<file path="src/rtl/adder_32_bit_pkg.sv">
// rtl/adder_32_bit_pkg.sv - shared width constant and word type for the registered adder
package adder_pkg;

    localparam int ADDER_WIDTH = 32;

    typedef logic [ADDER_WIDTH-1:0] word_t;

endpackage : adder_pkg

</file>
<file path="src/rtl/adder_32_bit_if.sv">
// rtl/adder_32_bit_if.sv - operand/result bundle for adder_32_bit; zero flag present with ADDER_ZERO_FLAG_EN
interface adder_32_bit_if
    import adder_pkg::*;
#(
    parameter int WIDTH = ADDER_WIDTH
) ();

    logic             in_valid;
    logic [WIDTH-1:0] input1;
    logic [WIDTH-1:0] input2;
    logic             carryin;
    logic             out_valid;
    logic [WIDTH-1:0] sum;
    logic             carryout;
    logic             overflow;
`ifdef ADDER_ZERO_FLAG_EN
    logic             zero;
`endif

    modport master (
        output in_valid,
        output input1,
        output input2,
        output carryin,
        input  out_valid,
        input  sum,
        input  carryout,
`ifdef ADDER_ZERO_FLAG_EN
        input  zero,
`endif
        input  overflow
    );

    modport slave (
        input  in_valid,
        input  input1,
        input  input2,
        input  carryin,
        output out_valid,
        output sum,
        output carryout,
`ifdef ADDER_ZERO_FLAG_EN
        output zero,
`endif
        output overflow
    );

endinterface : adder_32_bit_if

</file>
<file path="src/rtl/adder_32_bit_full_adder.sv">
// rtl/adder_32_bit_full_adder.sv - combinational 1-bit full adder cell of the ripple chain
module full_adder_1bit (
    input  logic a,
    input  logic b,
    input  logic cin,
    output logic s,
    output logic cout
);

    assign s    = a ^ b ^ cin;
    assign cout = (a & b) | (a & cin) | (b & cin);

endmodule : full_adder_1bit

</file>
<file path="src/rtl/adder_32_bit.sv">
// rtl/adder_32_bit.sv - registered ripple-carry adder, 1-cycle latency; optional zero flag via ADDER_ZERO_FLAG_EN
module adder_32_bit
    import adder_pkg::*;
#(
    parameter int WIDTH = ADDER_WIDTH
) (
    input  logic           clk,
    input  logic           rst_n,
    adder_32_bit_if.slave  bus
);

    logic [WIDTH:0]   carry;
    logic [WIDTH-1:0] sum_comb;

    logic             out_valid_q;
    logic [WIDTH-1:0] sum_q;
    logic             carryout_q;
    logic             overflow_q;

    assign carry[0] = bus.carryin;

    for (genvar i = 0; i < WIDTH; i++) begin : g_chain
        full_adder_1bit u_fa (
            .a    (bus.input1[i]),
            .b    (bus.input2[i]),
            .cin  (carry[i]),
            .s    (sum_comb[i]),
            .cout (carry[i+1])
        );
    end

    // Result registers only load on a valid strobe so idle cycles never disturb them.
    always_ff @(posedge clk) begin
        if (!rst_n) begin
            out_valid_q <= 1'b0;
            sum_q       <= '0;
            carryout_q  <= 1'b0;
            overflow_q  <= 1'b0;
        end else begin
            out_valid_q <= bus.in_valid;
            if (bus.in_valid) begin
                sum_q      <= sum_comb;
                carryout_q <= carry[WIDTH];
                overflow_q <= carry[WIDTH] ^ carry[WIDTH-1];
            end
        end
    end

    assign bus.out_valid = out_valid_q;
    assign bus.sum       = sum_q;
    assign bus.carryout  = carryout_q;
    assign bus.overflow  = overflow_q;

`ifdef ADDER_ZERO_FLAG_EN
    logic zero_q;

    // Cleared on reset even though the reset sum is zero, matching the other flags.
    always_ff @(posedge clk) begin
        if (!rst_n) begin
            zero_q <= 1'b0;
        end else if (bus.in_valid) begin
            zero_q <= (sum_comb == '0);
        end
    end

    assign bus.zero = zero_q;
`endif

endmodule : adder_32_bit

</file>
<file path="src/flat_wrapper.sv">
// flat-port wrapper written by rule: the top's interface ports become plain ports
module adder_32_bit_flat import adder_pkg::*;
#(
    parameter int WIDTH = ADDER_WIDTH
)
  (clk, rst_n, bus_in_valid, bus_input1, bus_input2, bus_carryin, bus_out_valid, bus_sum, bus_carryout, bus_overflow);
  adder_32_bit_if #(.WIDTH(WIDTH)) bus_i ();
  input  logic clk;
  input  logic rst_n;
  input wire logic [$bits(bus_i.in_valid)-1:0] bus_in_valid;
  input wire logic [$bits(bus_i.input1)-1:0] bus_input1;
  input wire logic [$bits(bus_i.input2)-1:0] bus_input2;
  input wire logic [$bits(bus_i.carryin)-1:0] bus_carryin;
  output wire logic [$bits(bus_i.out_valid)-1:0] bus_out_valid;
  output wire logic [$bits(bus_i.sum)-1:0] bus_sum;
  output wire logic [$bits(bus_i.carryout)-1:0] bus_carryout;
  output wire logic [$bits(bus_i.overflow)-1:0] bus_overflow;
  assign bus_i.in_valid = bus_in_valid;
  assign bus_i.input1 = bus_input1;
  assign bus_i.input2 = bus_input2;
  assign bus_i.carryin = bus_carryin;
  assign bus_out_valid = bus_i.out_valid;
  assign bus_sum = bus_i.sum;
  assign bus_carryout = bus_i.carryout;
  assign bus_overflow = bus_i.overflow;
  adder_32_bit #(.WIDTH(WIDTH)) u_core (.clk(clk), .rst_n(rst_n), .bus(bus_i));
endmodule
</file>
<file path="config.mk">
export PLATFORM = sky130hd
export DESIGN_NAME = adder_32_bit_flat
export DESIGN_NICKNAME = d
export VERILOG_FILES = /design/src/rtl/adder_32_bit_pkg.sv /design/src/rtl/adder_32_bit_if.sv /design/src/rtl/adder_32_bit_full_adder.sv /design/src/rtl/adder_32_bit.sv /design/src/flat_wrapper.sv
export SDC_FILE = /design/constraint.sdc
export NUM_CORES = 1
export LEC_CHECK = 0
export CAP_MARGIN = 5
export CORE_ASPECT_RATIO = 1.5
export CORE_MARGIN = 10
export CORE_UTILIZATION = 25
export DETAILED_ROUTE_END_ITERATION = 7
export PLACE_DENSITY = 0.65
export SLEW_MARGIN = 15
export SYNTH_ARGS = -nofsm -noshare
export SYNTH_HDL_FRONTEND = slang
export SYNTH_SLANG_ARGS = --single-unit
</file>
<file path="constraint.sdc">
create_clock -name clk -period 29.3 [get_ports clk]
set_input_delay 2.93 -clock clk [delete_from_list [all_inputs] [get_ports clk]]
set_output_delay 2.93 -clock clk [all_outputs]
set_load 0.02 [all_outputs]
</file>
Word level (Yosys, flattened, before mapping)
Cells that the tools add are included.

word-level totals
  output and inout port bits = 35
  bits of input ports = 68
  register bits after elaboration = 35
  word-level logic and storage cells = 229

operators by class
  bitwise logic cells = 225

operators with widths
  kind               count
  AND 1 bit          96
  bitwise XOR 1 bit  65
  OR 1 bit           64

Longest topological paths before layout
  word-level depth = 97
  depth in mapped cells = 37
  mapped depth without buffers = 37

Hierarchy
A second synthesis with hierarchy kept.

second synthesis, totals
  cells, all modules = 144
  area, all modules = 1986.9 um^2

modules (own cells, without submodules)
  module           area an instance (um^2)  sequential area each (um^2)  instances  cells each
  adder_32_bit     1346.3                   700.7                        1          112
  full_adder_1bit  20.0                     0.0                          32         1

Worst setup path after synthesis
OpenSTA, ideal clock, no wires.

  path type = input port to flip-flop
  start point = input port bus_carryin
  end point = register u_core.sum_q[31] (netlist: u_core.bus.sum[31])
  buffers on the path = 0
  cell stages on the path = 37
  data required time = 29242 ps
  slack = 14000 ps
  arrival = 15241 ps
  setup time = 58 ps
  cell sequence = inv_1 > fa_1 > inv_1 > fa_1 > fa_1 > fa_1 > fa_1 > fa_1 > fa_1 > fa_1 > fa_1 > fa_1 > fa_1 > fa_1 > fa_1 > fa_1 > fa_1 > fa_1 > fa_1 > fa_1 > fa_1 > fa_1 > fa_1 > fa_1 > fa_1 > fa_1 > fa_1 > fa_1 > fa_1 > fa_1 > fa_1 > fa_1 > fa_1 > inv_1 > fa_1 > nand2_1 > o211a_1

on the way
  cells in the longest elaborated chain, start to end = 94
  elaborated cells on any way between the ends = 125
  those cells by class = bitwise (125)

RTL lines
  element               RTL line                       text
  start, declared       flat_wrapper.sv:13             input wire logic [$bits(bus_i.carryin)-1:0] bus_carryin;
  AND 1 bit             adder_32_bit_full_adder.sv:11  assign cout = (a & b) | (a & cin) | (b & cin);
  OR 1 bit              adder_32_bit_full_adder.sv:11
  OR 1 bit *            adder_32_bit_full_adder.sv:11
  AND 1 bit             adder_32_bit_full_adder.sv:11
  OR 1 bit              adder_32_bit_full_adder.sv:11
  OR 1 bit *            adder_32_bit_full_adder.sv:11
  AND 1 bit             adder_32_bit_full_adder.sv:11
  OR 1 bit              adder_32_bit_full_adder.sv:11
  [... 78 more ...]     -
  OR 1 bit *            adder_32_bit_full_adder.sv:11
  AND 1 bit             adder_32_bit_full_adder.sv:11
  OR 1 bit              adder_32_bit_full_adder.sv:11
  OR 1 bit *            adder_32_bit_full_adder.sv:11
  AND 1 bit             adder_32_bit_full_adder.sv:11
  OR 1 bit              adder_32_bit_full_adder.sv:11
  OR 1 bit *            adder_32_bit_full_adder.sv:11
  bitwise XOR 1 bit *   adder_32_bit_full_adder.sv:10  assign s = a ^ b ^ cin;
  end signal, assigned  adder_32_bit.sv:42             sum_q <= sum_comb;
  end, declared         adder_32_bit.sv:16             logic [WIDTH-1:0] sum_q;

Mark *: on every way between the ends. The rest lies on a longest branch, timed or not.
A chain may end at the register's enable or synchronous reset.

Worst setup path in the final report
Same ends and word-level chain as after synthesis.

==> flow_metrics.py <==
metrics = {
    "drt": {
        "wl_met2_um": 3013,
        "num_vias": 1444,
        "wl_per_cell_um": 15.54,
        "drt-total-wl_um": 5517,
        "avgViaCountPerCell": 4.068,
        "met3RoutedLength_um": 509,
        "wl_met1_um": 1924,
        "routed.top_layer": "met4",
        "drc": 0,
        "drtIter0Drc": 24,
        "firstDrtPassIters": 2,
        "antenna_left": 0,
    },
    "min_path": {
        "holdPathStages": 1,
        "min_from": "u_core.bus.carryout$_SDFFE_PN0P_",
        "hp-class": "flop to flop",
        "holdPathEnd": "u_core.bus.carryout$_SDFFE_PN0P_",
    },
    "sta": {
        "worst_slew_margin_rel_pct": 30.41,
        "rsz0062_at_grt": "no",
        "fmax_mhz": 62.41,
        "final_hold_viol_count": 0,
        "setup_viol": 0,
        "fin_crit_ns": 16.02,
        "slew_violations": 0,
        "tns_ns": 0,
        "whs_ns": 0.4803,
        "clock_skew_ns": 0,
        "finalCritPeriodShare_pct": 54.69,
        "worst_slew_pin_slew_ns": 1.044,
    },
    "grt": {
        "grt_max_degree": 39,
        "grt_pass1_vias": 1760,
        "track_usage_pct": 9.578,
        "overflow": 0,
        "antenna_found_initial": 0,
        "grt_first_pass_wirelength_um": 9039,
    },
    "critical_path": {
        "critPathMaxStageDelay_ns": 0.42,
        "critPathMostFrequentCell": "fa_1",
        "critPathKind": "input port to flop",
        "cp_max_fo": 2,
        "r2r_start": "u_core.bus.overflow$_SDFFE_PN0P_",
        "regToRegEndpoint": "u_core.bus.overflow$_SDFFE_PN0P_",
        "regToRegSetupSlack_ns": 28.51,
        "slowest_stage": "fa_1",
        "cp_data_required_time_ns": 29.51,
        "cp-start-kind": "input port",
        "critPathArrivalTime_ns": 16.24,
        "worst_setup_path_end_kind": "flop",
        "r2r_cells": 2,
    },
    "synth": {
        "muxShareOfSynthArea_pct": 15.06,
        "syn-num-nets": 251,
        "yosysSeqAreaShare_pct": 35.13,
        "synth_top_area_share_pct": 35.13,
        "synth_top_family_by_area": "adder cells",
        "synth-xor-area-share_pct": 0.4391,
        "synth.largest_area_cell": "dfxtp_1",
        "synth.cell_area_um2": 1994,
        "netlist_instances": 151,
        "synth_cell_types": 14,
        "syn_area_per_cell_um2": 13.21,
        "synth.ff_latch_count": 35,
        "synth-simple-area-share_pct": 10.60,
        "post_synth_fa_ha_maj_area_fraction_pct": 32.12,
        "synthTopCellsByArea": "dfxtp_1 (35%), fa_1 (32%), mux2i_1 (15%)",
        "yosysWarnings": 0,
        "synth-compound-area-share_pct": 1.945,
    },
    "cts": {
        "numCtsBuffers": 5,
        "clk_latency_ns": 0.27,
        "cts-resized-gates": 0,
        "cts_tree": "built",
        "clockBufferDepth": 2,
        "hold_buffers": 0,
        "htreeDepth": 2,
        "clkSinkCount": 35,
        "cts_setup_buffers": 0,
        "clk_pin_slew_ns": 0.05,
        "cts_root_buf": "clkbuf_16",
    },
    "power": {
        "power_density_nw_per_um2": 47.65,
        "p_leak_nw": 1.292,
        "ir_worst_vdd_mv": 0.02112,
    },
    "final_layout": {
        "nFillCells": 776,
        "diodes": 0,
        "area_growth_pct": 60.79,
        "regArea_um2": 700.7,
        "drive_above_1_share_pct": 2.767,
        "multiInputGateArea_um2": 1200,
        "final_nets": 354,
    },
    "place": {
        "gp_congestion": 0.7257,
        "hpwl_um": 4457,
        "port_buffers": 102,
    },
    "flow_run": {
        "cap_violations": 0,
    },
    "floorplanning": {
        "die_x_um": 92.93,
        "die_area_um2": 12020,
        "die_y_um": 129.4,
        "io-pin-count": 103,
        "num_rows": 39,
        "start_util_pct": 25.87,
        "coreArea_um2": 7710,
    },
    "outcome": {
        "status": "complete, no violations",
    },
}
[worst max-delay path: cells and delay by family]
kind / cells / cell delay, ns
adders and majority gates: 32 / 12.47
buffers and inverters: 4 / 0.61
AOI/OAI and AO/OA: 1 / 0.14
and+or+nand+nor: 1 / 0.07
[layout make-up]
class	instances	area share, %
Timing Repair Buffer	103	31.92
Multi-Input combinational cell	102	37.42
Clock buffer	6	4.019
Inverter	7	0.8194
Tap cell	102	3.980
Sequential cell	35	21.85
[routing by layer]
metal / global-route usage (%) / vias to the layer above
met5: 0 / -
met4: 2.732 / 0
met3: 4.335 / 5
met2: 17.75 / 61
met1: 9.279 / 694
li1: - / 684
[metrics by stage]
step	setup slack [ns]	total power, mW	instance area, um2	utilization (%)	instances
after floorplan	14.00	0.08043	1994	-	151
after global placement	12.96	0.1055	3078	39.92	349
after detailed placement	12.91	0.1064	3078	39.92	349
after CTS	13.15	0.1570	3207	41.59	355
after global routing	12.81	0.1632	3207	41.59	355
final	13.28	0.1528	3207	41.59	355
[registers in the layout, indices dropped and copies added, names as in the netlist]
register              flops
u_core.bus.carryout       1
u_core.bus.out_valid      1
u_core.bus.overflow       1
u_core.bus.sum           32
[kinds of logic (layout without fill, tap and decap cells)]
logic type,after synthesis,after routing
flops,35,35
simple gates,35,35
fa+ha+maj,32,32
mux,30,30
buf+inv,14,116
compound gates,4,4
xor+xnor,1,1
[layout by cell type, fill, tap and decap left out, types with 3 or more instances in the layout]
cell / count
clkdlybuf4s50_1: 101
dfxtp_1: 35
fa_1: 32
nor2b_1: 31
mux2i_1: 30
inv_1: 7
clkbuf_16: 5
nand2_1: 3
o211a_1: 3
[where the power goes]
group          total, mW  internal, mW  switching [mW]
registers         0.0554        0.0529         0.00246
logic             0.0486        0.0272          0.0214
clock network     0.0488        0.0305          0.0182
[Yosys cell counts]
library cell,count
a22o_1,1
and2_1,1
buf_12,2
buf_2,1
buf_6,1
clkbuf_1,3
dfxtp_1,35
fa_1,32
inv_1,7
mux2i_1,30
nand2_1,3
nor2b_1,31
o211a_1,3
xnor2_1,1
[how the worst max path moves through the flow]
stage                                                 end  cells past startpoint  slack (ns)   startpoint
after floorplan           u_core.bus.sum[31]$_SDFFE_PN0P_                     37       14.00  bus_carryin
after global placement    u_core.bus.sum[31]$_SDFFE_PN0P_                     38       12.96  bus_carryin
after detailed placement  u_core.bus.sum[31]$_SDFFE_PN0P_                     38       12.91  bus_carryin
after CTS                 u_core.bus.sum[31]$_SDFFE_PN0P_                     38       13.15  bus_carryin
after global routing      u_core.bus.sum[31]$_SDFFE_PN0P_                     38       12.81  bus_carryin
final                     u_core.bus.sum[31]$_SDFFE_PN0P_                     38       13.28  bus_carryin
Power figures use the tool's default switching activity.
==> edit (same settings) <==
Change the package constant `ADDER_WIDTH` from 32 to 16.
--- a/src/rtl/adder_32_bit_pkg.sv
+++ b/src/rtl/adder_32_bit_pkg.sv
@@ -2,5 +2,5 @@
 package adder_pkg;
 
-    localparam int ADDER_WIDTH = 32;
+    localparam int ADDER_WIDTH = 16;
 
     typedef logic [ADDER_WIDTH-1:0] word_t;
Interface: changed (resized bus_input1, bus_input2 and bus_sum); port bits go from 103 to 55. The function was not compared with the original's and may differ.
==> edit against the unedited design <==
Via count decreased by 46%; setup slack improved by 6200 ps; critical path depth decreased by 16; power decreased by 52%; wire length decreased by 49%; count of clock-buffer cells in the layout decreased by 2; sequential cell count decreased by 16; area after synthesis decreased by 47%; die area decreased by 40%; design area decreased by 48%; largest cell class unchanged.
==> edit: results <==
metrics = {
    "pwr": {
        "power.internal_mw": 0.05241,
        "p_leak_nw": 0.6941,
        "ir_drop_uv": 28.47,
    },
    "clock_network": {
        "root_buffer": "clkbuf_8",
        "insertion_delay_ps": 250,
        "cts.clk_slew.worst_paths_ps": 80,
        "cts_made_buffers": 3,
    },
    "sta": {
        "hold_ws_ps": 492.6,
        "max_freq_mhz": 102.3,
        "max_slew_margin_pct": 25.52,
    },
    "placement": {
        "place_area_mm2": 0.001624,
        "port_buffers": 54,
        "post-place-ws_ps": 19210,
        "gp_congestion": 0.6377,
    },
    "routing": {
        "routed_wl_um": 2819,
        "remaining_drc_errors": 0,
        "drt_iter0_drc": 8,
    },
    "synth": {
        "yosys-top-cells-count": "dfxtp_1 (19), fa_1 (16), nor2b_1 (15)",
        "ys_top_cells_by_area": "dfxtp_1 (36%), fa_1 (30%), mux2i_1 (13%)",
        "synth_area_per_cell_um2": 12.71,
        "synth.distinct_cells": 12,
        "syn_nets": 135,
    },
    "hold_path": {
        "hold_end": "u_core.bus.sum[0]",
        "min_from": "u_core.bus.sum[0]",
    },
    "setup_path": {
        "worstSetupEndpoint": "u_core.bus.sum[15]",
        "setup.worst_path.start": "bus_input2[0]",
    },
    "cells_and_area": {
        "drive_gt1_share_pct": 2.899,
        "largest_reg_flops": 16,
    },
    "outcome": {
        "status": "completed",
    },
    "global_routing": {
        "grt_pass1_vias": 1004,
        "grt.total_usage_pct": 8.082,
        "grt_pass1_wl_um": 4816,
    },
}
-- edit: cell types whose count changed after synthesis --
cell,before,now
buf_2,1,0
and2_2,0,1
and2_1,1,0
buf_12,2,0
mux2i_1,30,14
nor2b_1,31,15
buf_6,1,2
fa_1,32,16
dfxtp_1,35,19
clkbuf_2,0,1
clkbuf_1,3,0
-- edit: power by group through the flow --
stage	Combinational (mW)	Sequential (mW)	Clock, mW
floorplan	0.00908	0.0338	0
global placement	0.0252	0.0304	0
detailed placement	0.0259	0.0304	0
CTS	0.0260	0.0299	0.0198
global route	0.0282	0.0303	0.0210
finish	0.0254	0.0299	0.0188
-- edit: cell families (layout without fill, tap and decap cells) --
group / Yosys count / after routing / share of synthesized area [%]
buffers and inverters: 10 / 65 / 5.101
DFF: 19 / 19 / 36.06
muxes: 14 / 14 / 13.29
AOI/OAI and AO/OA: 4 / 4 / 3.678
and+or+nand+nor: 19 / 19 / 10.68
xor gates and xnor gates: 1 / 1 / 0.8305
adders and majority gates: 16 / 16 / 30.37
-- edit: layout make-up --
class	count	area, µm²
clock buffer	4	45.04
fill	393	2360
inverter	7	26.28
multi-input combinational	54	620.6
sequential	19	380.4
tap	45	56.30
timing repair buffer	54	540.5
-- edit: worst max-delay path: stages --
cell,delay [ps]
clkdlybuf4s50_1,400
inv_1,80
fa_1,180
inv_1,60
fa_1,390
fa_1,420
fa_1,410
fa_1,390
fa_1,390
fa_1,410
fa_1,400
fa_1,390
fa_1,390
fa_1,410
fa_1,390
fa_1,400
fa_1,390
fa_1,410
inv_1,100
fa_1,410
nand2_1,80
o211a_1,160
-- edit: layer usage --
layer	vias up	share of wire, %	global-route usage, %
met5	-	0	0
met1	369	37	8.377
met3	0	14	5.075
met2	37	49	13.54
li1	373	-	-
met4	0	0	1.320
